**src/rtl/lv8_pipe_pkg.sv**
```systemverilog
// Shared definitions for the LEGv8 pipeline sequencing controller:
// FSM encoding, register-file constants and the per-cycle control bundle.
package lv8_pipe_pkg;

   localparam int REG_W = 5;
   localparam int XZR   = 31;

   localparam logic [1:0] ST_RUN      = 2'd0;
   localparam logic [1:0] ST_MEM_WAIT = 2'd1;
   localparam logic [1:0] ST_HALTED   = 2'd2;
   localparam logic [1:0] ST_STEP     = 2'd3;

   typedef struct packed {
      logic pc_write;
      logic ifid_write;
      logic idex_write;
      logic exmem_write;
      logic memwb_write;
      logic idex_bubble;
      logic flush_ifid;
      logic flush_idex;
      logic flush_exmem;
      logic pc_sel_target;
   } ctl_t;

   localparam ctl_t CTL_FREEZE   = ctl_t'(10'b00000_0_000_0);
   localparam ctl_t CTL_GO       = ctl_t'(10'b11111_0_000_0);
   localparam ctl_t CTL_BUBBLE   = ctl_t'(10'b00111_1_000_0);
   localparam ctl_t CTL_REDIRECT = ctl_t'(10'b11111_0_111_1);

endpackage

```
**src/rtl/pipeline_ctrl_hazard_detect.sv**
```systemverilog
// Load-use comparator: a load in EX whose destination feeds the instruction in ID.
// XZR is never a real dependency, so it is excluded up front.
module hazard_detect
   import lv8_pipe_pkg::*;
#(
   parameter int REG_W = lv8_pipe_pkg::REG_W,
   parameter int XZR   = lv8_pipe_pkg::XZR
) (
   input  logic             id_valid,
   input  logic [REG_W-1:0] id_rn,
   input  logic [REG_W-1:0] id_rm,
   input  logic             id_uses_rm,
   input  logic             ex_valid,
   input  logic             ex_memread,
   input  logic [REG_W-1:0] ex_rd,
   output logic             load_use
);

   logic rn_hit, rm_hit;

   assign rn_hit   = (ex_rd == id_rn);
   assign rm_hit   = id_uses_rm & (ex_rd == id_rm);
   assign load_use = id_valid & ex_valid & ex_memread &
                     (ex_rd != REG_W'(XZR)) & (rn_hit | rm_hit);

endmodule

```
**src/rtl/pipeline_ctrl.sv**
```systemverilog
// LEGv8 5-stage sequencing controller: load-use bubbles, MEM-resolved redirects,
// data-memory wait freezes, debug halt/step, and saturating stall/flush counters.
module pipeline_ctrl
   import lv8_pipe_pkg::*;
#(
   parameter int CNT_W = 32,
   parameter int REG_W = lv8_pipe_pkg::REG_W,
   parameter int XZR   = lv8_pipe_pkg::XZR
) (
   input  logic             clock,
   input  logic             reset_n,
   input  logic             id_valid,
   input  logic [REG_W-1:0] id_rn,
   input  logic [REG_W-1:0] id_rm,
   input  logic             id_uses_rm,
   input  logic             ex_valid,
   input  logic             ex_memread,
   input  logic [REG_W-1:0] ex_rd,
   input  logic             mem_redirect,
   input  logic             dmem_req,
   input  logic             dmem_ready,
   input  logic             dbg_halt_req,
   input  logic             dbg_step,
   output logic             pc_write,
   output logic             ifid_write,
   output logic             idex_write,
   output logic             exmem_write,
   output logic             memwb_write,
   output logic             idex_bubble,
   output logic             flush_ifid,
   output logic             flush_idex,
   output logic             flush_exmem,
   output logic             pc_sel_target,
   output logic             dbg_halted,
   output logic [CNT_W-1:0] stall_cnt,
   output logic [CNT_W-1:0] flush_cnt
);

   logic [1:0]       state_q, state_d;
   logic [CNT_W-1:0] stall_cnt_q, stall_cnt_d;
   logic [CNT_W-1:0] flush_cnt_q, flush_cnt_d;
   logic             load_use, memstall, redirect_hit;
   ctl_t             ctl;

   hazard_detect #(.REG_W(REG_W), .XZR(XZR)) u_hazard (
      .id_valid   (id_valid),
      .id_rn      (id_rn),
      .id_rm      (id_rm),
      .id_uses_rm (id_uses_rm),
      .ex_valid   (ex_valid),
      .ex_memread (ex_memread),
      .ex_rd      (ex_rd),
      .load_use   (load_use)
   );

   assign memstall = dmem_req & ~dmem_ready;

   always_comb begin
      ctl          = CTL_FREEZE;
      state_d      = state_q;
      redirect_hit = 1'b0;
      case (state_q)
         ST_RUN, ST_STEP: begin
            // A redirect squashes the dependent instruction, so the hazard is moot
            if (mem_redirect) begin
               ctl          = CTL_REDIRECT;
               redirect_hit = 1'b1;
            end else if (memstall) begin
               ctl = CTL_FREEZE;
            end else if (load_use) begin
               ctl = CTL_BUBBLE;
            end else begin
               ctl = CTL_GO;
            end
            if (memstall && !mem_redirect)
               state_d = ST_MEM_WAIT;
            else if (state_q == ST_STEP || dbg_halt_req)
               state_d = ST_HALTED;
            else
               state_d = ST_RUN;
         end
         ST_MEM_WAIT: begin
            // Halt requests wait here until the outstanding access retires
            if (dmem_ready) begin
               ctl     = CTL_GO;
               state_d = dbg_halt_req ? ST_HALTED : ST_RUN;
            end
         end
         default: begin
            if (dbg_step)
               state_d = ST_STEP;
            else if (!dbg_halt_req)
               state_d = ST_RUN;
         end
      endcase
   end

   always_comb begin
      stall_cnt_d = stall_cnt_q;
      flush_cnt_d = flush_cnt_q;
      if (!ctl.pc_write && state_q != ST_HALTED && !(&stall_cnt_q))
         stall_cnt_d = stall_cnt_q + CNT_W'(1);
      if (redirect_hit && !(&flush_cnt_q))
         flush_cnt_d = flush_cnt_q + CNT_W'(1);
   end

   always_ff @(posedge clock or negedge reset_n) begin
      if (!reset_n) begin
         state_q     <= ST_RUN;
         stall_cnt_q <= '0;
         flush_cnt_q <= '0;
      end else begin
         state_q     <= state_d;
         stall_cnt_q <= stall_cnt_d;
         flush_cnt_q <= flush_cnt_d;
      end
   end

   // While reset is held the pipeline is squashed and nothing advances
   assign pc_write      = reset_n & ctl.pc_write;
   assign ifid_write    = reset_n & ctl.ifid_write;
   assign idex_write    = reset_n & ctl.idex_write;
   assign exmem_write   = reset_n & ctl.exmem_write;
   assign memwb_write   = reset_n & ctl.memwb_write;
   assign idex_bubble   = reset_n & ctl.idex_bubble;
   assign flush_ifid    = ~reset_n | ctl.flush_ifid;
   assign flush_idex    = ~reset_n | ctl.flush_idex;
   assign flush_exmem   = ~reset_n | ctl.flush_exmem;
   assign pc_sel_target = reset_n & ctl.pc_sel_target;
   assign dbg_halted    = reset_n & (state_q == ST_HALTED);
   assign stall_cnt     = stall_cnt_q;
   assign flush_cnt     = flush_cnt_q;

endmodule
```
**config.mk**
```make
export PLATFORM = sky130hd
export DESIGN_NAME = pipeline_ctrl
export DESIGN_NICKNAME = d
export VERILOG_FILES = /design/src/rtl/lv8_pipe_pkg.sv /design/src/rtl/pipeline_ctrl_hazard_detect.sv /design/src/rtl/pipeline_ctrl.sv
export SDC_FILE = /design/constraint.sdc
export NUM_CORES = 1
export LEC_CHECK = 0
export ABC_CLOCK_PERIOD_IN_PS = 3000
export BUFFER_PORTS_ARGS = -buffer_cell sky130_fd_sc_hd__buf_2
export CAP_MARGIN = 20
export CORE_AREA = 2 2 86 88
export CTS_CLUSTER_DIAMETER = 80
export CTS_CLUSTER_SIZE = 14
export DETAILED_ROUTE_END_ITERATION = 10
export DIE_AREA = 0 0 88 90
export GPL_TIMING_DRIVEN = 0
export HOLD_SLACK_MARGIN = 0.06
export PLACE_DENSITY = 0.87
export SLEW_MARGIN = 20
export SYNTH_ARGS = -nofsm -noshare
export SYNTH_HDL_FRONTEND = slang
export SYNTH_HIERARCHICAL = 1
export SYNTH_SLANG_ARGS = --single-unit
```
**constraint.sdc**
```tcl
create_clock -name clock -period 3 [get_ports clock]
set_clock_uncertainty 0.1 [all_clocks]
set_input_delay 0.45 -clock clock [delete_from_list [all_inputs] [get_ports clock]]
set_output_delay 0.45 -clock clock [all_outputs]
set_load 0.01 [all_outputs]
```
==> flow_summary_export.csv, run 1 <==
group,metric,value,unit
logic_synthesis,synth_seq_cells,66,
timing,post-route-min-period,2758,ps
logic_synthesis,async_reset_ff_frac,1.000,
critical_path,cp_num_buf_inv,5,
floorplanning,fp.dieArea,7920,µm²
critical_path,slowest_stage,"dlygate4sd3_1",
logic_synthesis,seq_area_frac_synth,0.4550,
final_layout,final_area,4509,µm²
grt,grt_overflow,0,
logic_synthesis,syn_area_per_cell,10.34,µm²
critical_path,r2r_slack,400,ps
logic_synthesis,synth_flop_cell,"dfrtp_1",
critical_path,end_kind,"output port",
routing,via_per_inst,5.524,
status,outcome,"finished clean",
final_layout,fillers,584,
floorplanning,boundaryPins,101,
routing,dr.pass1.iters,4,
logic_synthesis,synth_edf_count,0,
cts,max-clock-path-buffers,2,
critical_path,max_stage_delay,530,ps
final_layout,final_common_cell,"buf_2",
final_layout,nNetsFinal,496,
timing,slew_violations,0,
floorplanning,core,7020,µm²
routing,wl,8.394,mm
timing,maxSlewHeadroom,0.3753,
logic_synthesis,synth_area_leaders,"dfrtp_1 46%, xnor2_1 9.4%, xor2_1 7.2%",
critical_path,r2r_cells,7,
final_layout,fin_util,0.6423,
critical_path,cp.depth,8,
routing,drc_errors,0,
logic_synthesis,synthesis.area,3630,µm²
cts,worst_skew_pair.late_latency,350,ps
grt,grt_max_degree,49,
grt,grt_pass1_wl,14.10,mm
cts,postCtsResizedCells,0,
critical_path,startpoint_type,"primary input",
logic_synthesis,syn_inst,351,
cts,numClockSinks,66,
logic_synthesis,synth_fp_nets,382,
cts,cts_root_buf,"clkbuf_8",
run,drv_cap,0,
min_path,hp-class,"in2reg",
critical_path,cp_top_family,"buffers and inverters",
critical_path,path_cells,"dlygate4sd3_1 -> buf_4 -> buf_16 -> nand2b_1 -> nor2_1 -> o21a_1 -> buf_4 -> buf_2",
floorplanning,die_h,90,µm
critical_path,worstReg2RegStart,"state_q[0]",
critical_path,crit_fanout,48,
routing,vias,3143,
power_and_ir_drop,irDropWorstVdd,0.0004203,V
place,io_buffers,100,
timing,setup-violations-final,0,
cts,clkSlewWorstSetupHoldPaths,70,ps
critical_path,critPathLaunch,"reset_n",
critical_path,endpoint,"pc_write",
final_layout,diodes,0,
grt,antenna_found_initial,0,
power_and_ir_drop,power.density,593.4,nW/µm²
critical_path,r2r-end,"flush_cnt[20]",
place,dpl-instance-area,4284,µm²
final_layout,final_cell_mix,"100 x buf_2, 66 x dfrtp_1, 39 x xnor2_1",
critical_path,critPathKind,"in2out",
grt,grt.total_usage,0.2245,
routing,avgRoutedWirePerCell,14.75,µm
timing,period_share,0.9195,
cts,cts_tree,"built",
logic_synthesis,synth_top_area_frac,0.4550,
critical_path,critPathMostFrequentCell,"buf_4",
routing,drtAntennaViolNets,0,
cts,h-tree-depth,3,
routing,drt_iter0_markers,128,
logic_synthesis,synth.distinct_cells,50,
final_layout,syn_to_final_growth,24.23,%
grt,grt_pass1_vias,3026,
timing,rsz0062_at_grt,"false",
timing,tightestPinTransition,934.0,ps
floorplanning,initial_core_util,0.5170,
timing,hold_viol,0,
logic_synthesis,yosysWarnings,6,
timing,tns,0,ps
logic_synthesis,yosys.area.top_type,"dfrtp_1",
final_layout,drive_above_1_share,0.3085,
cts,cts_made_buffers,9,
critical_path,cp.required,2450,ps
floorplanning,std_cell_rows,31,
floorplanning,dieWidth,88,µm
place,gp_routability_congestion,0.8347,
place,dp_hpwl,6.277,mm
power_and_ir_drop,p_leak,2.254,nW
critical_path,worstPathArrival,2210,ps
timing,max_freq,0.3625,GHz
-- worst min-delay path, cell delays in order --
cell     delay [ps]
buf_2           140
nand4_1         120
xnor2_1          60
-- flip-flops by register name, indices dropped and copies added (netlist names) --
register,flops
flush_cnt,32
stall_cnt,32
state_q,2
-- what timing repair did --
| action | CTS | global route |
|---|---|---|
| hold buffers | 2 | 0 |
| buffers inserted | 0 | 0 |
| endpoints found under the hold margin | 21 | 0 |
-- metal layers --
layer / vias to the layer above / wire length, µm / part of all wire / global-route usage
met2: 111 / 4301 / 0.51 / 0.3775
met5: - / 0 / 0 / 0
met1: 1517 / 3436 / 0.41 / 0.2739
li1: 1493 / - / - / -
met4: 0 / 169 / 0.020 / 0.08846
met3: 22 / 486 / 0.058 / 0.05234
-- stage by stage --
step / power, mW / setup WS (ps) / std cells / hold WS [ps]
after global routing: 2.823 / 29.84 / 569 / 385.1
after floorplan: 1.619 / 756.8 / 351 / 54.41
after CTS: 2.691 / 237.2 / 569 / 370.4
after detailed placement: 1.919 / 268.2 / 551 / 259.5
final: 2.676 / 241.6 / 569 / 367.4
after global placement: 1.884 / -125.8 / 550 / 376.1
-- where the power goes --
group          internal, mW  leakage [nW]  total (mW)  switching, mW
Combinational         0.351          1.26       0.789          0.437
Clock                 0.428        0.0986       0.771          0.343
Sequential            0.986         0.895        1.12          0.131
-- how the worst min path moves through the flow --
| stage | startpoint | end | slack [ps] | depth (start not counted) |
|---|---|---|---|---|
| floorplan | reset_n | flush_cnt[0] | 50 | 0 |
| global placement | flush_cnt[23] | flush_cnt[23] | 380 | 1 |
| detailed placement | reset_n | stall_cnt[16] | 260 | 1 |
| CTS | mem_redirect | flush_cnt[2] | 370 | 3 |
| global route | mem_redirect | flush_cnt[2] | 390 | 3 |
| finish | mem_redirect | flush_cnt[2] | 370 | 3 |
-- kinds of logic after synthesis --
| family | synth area share |
|---|---|
| fa+ha+maj | 0.01724 |
| flops | 0.4550 |
| buf+inv | 0.01896 |
| simple gates | 0.2782 |
| mux | 0.007237 |
| xor+xnor | 0.1665 |
| compound gates | 0.05687 |
-- area by class of cell --
cell class	instances	area [µm²]	share of cell area
Timing Repair Buffer	103	550.5	0.1221
Inverter	7	26.28	0.005827
Clock inverter	4	50.05	0.01110
Sequential cell	66	1652	0.3663
Multi-Input combinational cell	272	1909	0.4234
Tap cell	99	123.9	0.02747
Buffer	6	42.54	0.009434
Clock buffer	12	155.1	0.03441
-- synth_stat cells (2+ instances only) --
cell,n
buf_4,5
nor2_1,25
xor2_1,30
ha_1,5
inv_1,7
nor3_2,3
nand4b_1,2
a21oi_1,4
nor3_1,17
nand2b_1,3
a22o_1,2
nand4_1,30
nand3_1,28
xnor2_1,39
nor4b_4,2
dfrtp_1,66
and3_2,2
o31ai_1,3
nor4_1,6
and2_1,6
a31oi_1,2
and4_1,3
a21boi_0,2
and3_1,8
nand2_1,26
(Power assumes the default switching activity.)
==> run 2: changes to the inputs <==
--- a/config.mk
+++ b/config.mk
@@ -5,14 +5,15 @@
 export SDC_FILE = /design/constraint.sdc
 export NUM_CORES = 1
 export LEC_CHECK = 0
+export ABC_AREA = 1
 export ABC_CLOCK_PERIOD_IN_PS = 3000
 export BUFFER_PORTS_ARGS = -buffer_cell sky130_fd_sc_hd__buf_2
 export CAP_MARGIN = 20
-export CORE_AREA = 2 2 86 88
+export CORE_AREA = 2 2 97 99
 export CTS_CLUSTER_DIAMETER = 80
 export CTS_CLUSTER_SIZE = 14
 export DETAILED_ROUTE_END_ITERATION = 10
-export DIE_AREA = 0 0 88 90
+export DIE_AREA = 0 0 99 101
 export GPL_TIMING_DRIVEN = 0
 export HOLD_SLACK_MARGIN = 0.06
 export PLACE_DENSITY = 0.87
==> run 2 against run 1 <==
  * Die area rose by 26%
  * Sequential share of layout area decreased by 8.1 points
  * Hold slack got worse by 16 ps
  * Wire length grew 46%
  * Maximum frequency down 1.3%
  * First-iteration DRC count rose by 110%
  * Synthesized cell count grew 130%
  * Flip-flop and latch count stayed put
  * Utilization rose by 0.30 points
  * Largest power group is now combinational logic
==> flow_summary_export.csv, run 2 <==
group,metric,value,unit
logic_synthesis,syn_inst,814,
cts,worst_skew_pair.late_latency,350,ps
timing,setup-violations-final,0,
logic_synthesis,synth_xor_area_frac,0.05516,
place,dpl-instance-area,5584,µm²
cts,max-clock-path-buffers,2,
timing,max_freq,0.3578,GHz
grt,grt.total_usage,0.2576,
routing,drtAntennaViolNets,0,
routing,vias,5146,
min_path,min_from,"dmem_ready",
timing,slew_violations,0,
cts,cts_tree,"built",
logic_synthesis,seq_area_frac_synth,0.3355,
floorplanning,std_cell_rows,35,
timing,tightestPinTransition,364.4,ps
floorplanning,core,8977,µm²
place,dp_hpwl,9.554,mm
place,io_buffers,100,
cts,numClockSinks,66,
critical_path,worstPathArrival,2240,ps
critical_path,startpoint_type,"primary input",
logic_synthesis,synth_commonest_cells,"422 x nand2_1, 111 x nor2_1, 83 x inv_1",
critical_path,cp.required,2450,ps
logic_synthesis,synthesis.area,4922,µm²
final_layout,nNetsFinal,958,
logic_synthesis,yosys.area.top_type,"dfrtp_1",
min_path,hp-class,"in2reg",
logic_synthesis,synth_fp_nets,845,
timing,maxSlewHeadroom,0.7562,
logic_synthesis,synth_edf_count,0,
floorplanning,initial_core_util,0.5483,
final_layout,final_area,5793,µm²
status,outcome,"finished clean",
routing,wl,12.28,mm
final_layout,final_common_cell,"nand2_1",
final_layout,final_cell_mix,"422 x nand2_1, 111 x nor2_1, 102 x buf_2",
final_layout,syn_to_final_growth,17.69,%
logic_synthesis,synth_mux_area_frac,0,
logic_synthesis,synth.distinct_cells,29,
logic_synthesis,syn_area_per_cell,6.047,µm²
grt,grt_max_degree,37,
place,gp_routability_congestion,1.023,
timing,hold_viol,0,
run,drv_cap,0,
critical_path,end_kind,"output port",
logic_synthesis,synth_compound_area_frac,0.01601,
routing,avgRoutedWirePerCell,11.78,µm
timing,period_share,0.9315,
floorplanning,fp.dieArea,9999,µm²
floorplanning,die_h,101,µm
final_layout,drive_above_1_share,0.1642,
logic_synthesis,async_reset_ff_frac,1.000,
logic_synthesis,synth_fa_ha_area_frac,0.01271,
routing,dr.pass1.iters,4,
critical_path,critPathLaunch,"reset_n",
grt,grt_overflow,0,
critical_path,crit_fanout,36,
routing,via_per_inst,4.934,
power_and_ir_drop,power.total,3.053,mW
critical_path,critPathMostFrequentCell,"inv_1",
logic_synthesis,synth_flop_cell,"dfrtp_1",
power_and_ir_drop,power.density,527.0,nW/µm²
logic_synthesis,synth_seq_cells,66,
logic_synthesis,synth_top_area_frac,0.3355,
final_layout,layout.cells.non_filler,1043,
critical_path,critPathKind,"in2out",
cts,clkSlewWorstSetupHoldPaths,80,ps
critical_path,cp_top_family,"buffers and inverters",
critical_path,slowest_stage,"dlygate4sd3_1",
grt,antenna_found_initial,0,
place,post-place-cells,1026,
critical_path,cp_num_buf_inv,7,
routing,drt_iter0_markers,275,
logic_synthesis,yosysWarnings,6,
floorplanning,boundaryPins,101,
cts,cts_root_buf,"clkbuf_8",
logic_synthesis,synthMostInstantiatedCell,"nand2_1",
power_and_ir_drop,irDropWorstVdd,0.0003684,V
logic_synthesis,yosys.area_share.simple,0.4870,
grt,grt_pass1_vias,4541,
final_layout,diodes,0,
routing,drc_errors,0,
timing,post-route-min-period,2795,ps
grt,grt_pass1_wl,20.65,mm
timing,tns,0,ps
power_and_ir_drop,p_leak,3.250,nW
logic_synthesis,synth_top_family_by_area,"simple AND/OR/NAND/NOR gates",
floorplanning,dieWidth,99,µm
cts,h-tree-depth,3,
cts,cts_made_buffers,9,
final_layout,fillers,836,
critical_path,path_cells,"dlygate4sd3_1 -> buf_6 -> buf_12 -> inv_1 -> nor2_1 -> nand2_1 -> inv_1 -> buf_4 -> buf_2",
logic_synthesis,synth_area_leaders,"dfrtp_1 34%, nand2_1 32%, nor2_1 8.5%",
critical_path,max_stage_delay,560,ps
critical_path,worstReg2RegStart,"state_q[0]",
==> run 2: cell types whose count changed in the layout (fill, tap and decap cells not counted), sizes merged, moves of 17 or more <==
| cell | change |
|---|---|
| nor3 | -17 |
| nand4 | -28 |
| nand2 | +403 |
| nor2 | +95 |
| xnor2 | -30 |
| inv | +79 |
==> run 2: what timing repair did <==
action / 4_1_cts / 5_1_grt
setup buffers: 0 / 0
endpoints found under the hold margin: 33 / 0
gates resized for setup: 0 / 1
setup endpoints to repair: 0 / 4
hold buffers: 1 / 0
==> run 2: final cells by class <==
cell class / instances / area (µm²) / share of cell area
Timing Repair Buffer: 102 / 536.8 / 0.09266
Clock buffer: 10 / 127.6 / 0.02203
Buffer: 16 / 135.1 / 0.02333
Clock inverter: 6 / 67.56 / 0.01166
Multi-Input combinational cell: 646 / 2810 / 0.4851
Tap cell: 111 / 138.9 / 0.02397
Sequential cell: 66 / 1652 / 0.2851
Inverter: 86 / 325.3 / 0.05616
==> run 2: final timing paths <==
path                                 end  slack, ps  cells past startpoint
setup / recovery              idex_write        210                      9
hold / removal                state_q[1]        350                      4
setup reg to reg           stall_cnt[17]        840                     10
hold reg to reg             flush_cnt[1]        440                      2
max in group asynchronous   stall_cnt[2]       1840                      3
min in group asynchronous  flush_cnt[10]        450                      2
==> run 2: per-stage QoR <==
stage	hold WS (ps)	util	setup WS, ps
3_3_place_gp	416.0	0.6195	-17.29
5_1_grt	387.1	0.6453	-8.348
6_report	351.4	0.6453	205.4
4_1_cts	334.1	0.6449	81.12
3_5_place_dp	323.3	0.6220	632.3
2_1_floorplan	54.41	-	966.6
==> run 2: per-layer routing <==
metal	GRT usage	part of all wire	wire [µm]
met3	0.04230	0.067	828
met5	0	0	0
met2	0.4387	0.47	5751
met4	0.06428	0.013	161
met1	0.3439	0.45	5541
==> run 2: worst register-to-register path: cells and delay by family, from the launching register on <==
kind	cells	cell delay, ps
buffers and inverters	2	350
AND/OR/NAND/NOR	7	910
flip-flops	1	420
adder cells (fa/ha/maj)	1	320
==> run 2: cell families (layout without fill, tap and decap cells) <==
group / after synthesis / after routing
compound gates: 14 / 14
flops: 66 / 66
fa+ha+maj: 5 / 5
simple gates: 596 / 596
buf+inv: 102 / 220
xor+xnor: 31 / 31
==> run 2: where the power goes <==
group          internal, mW  switching (mW)
registers             0.964           0.102
clock network         0.385           0.372
logic                 0.450           0.780
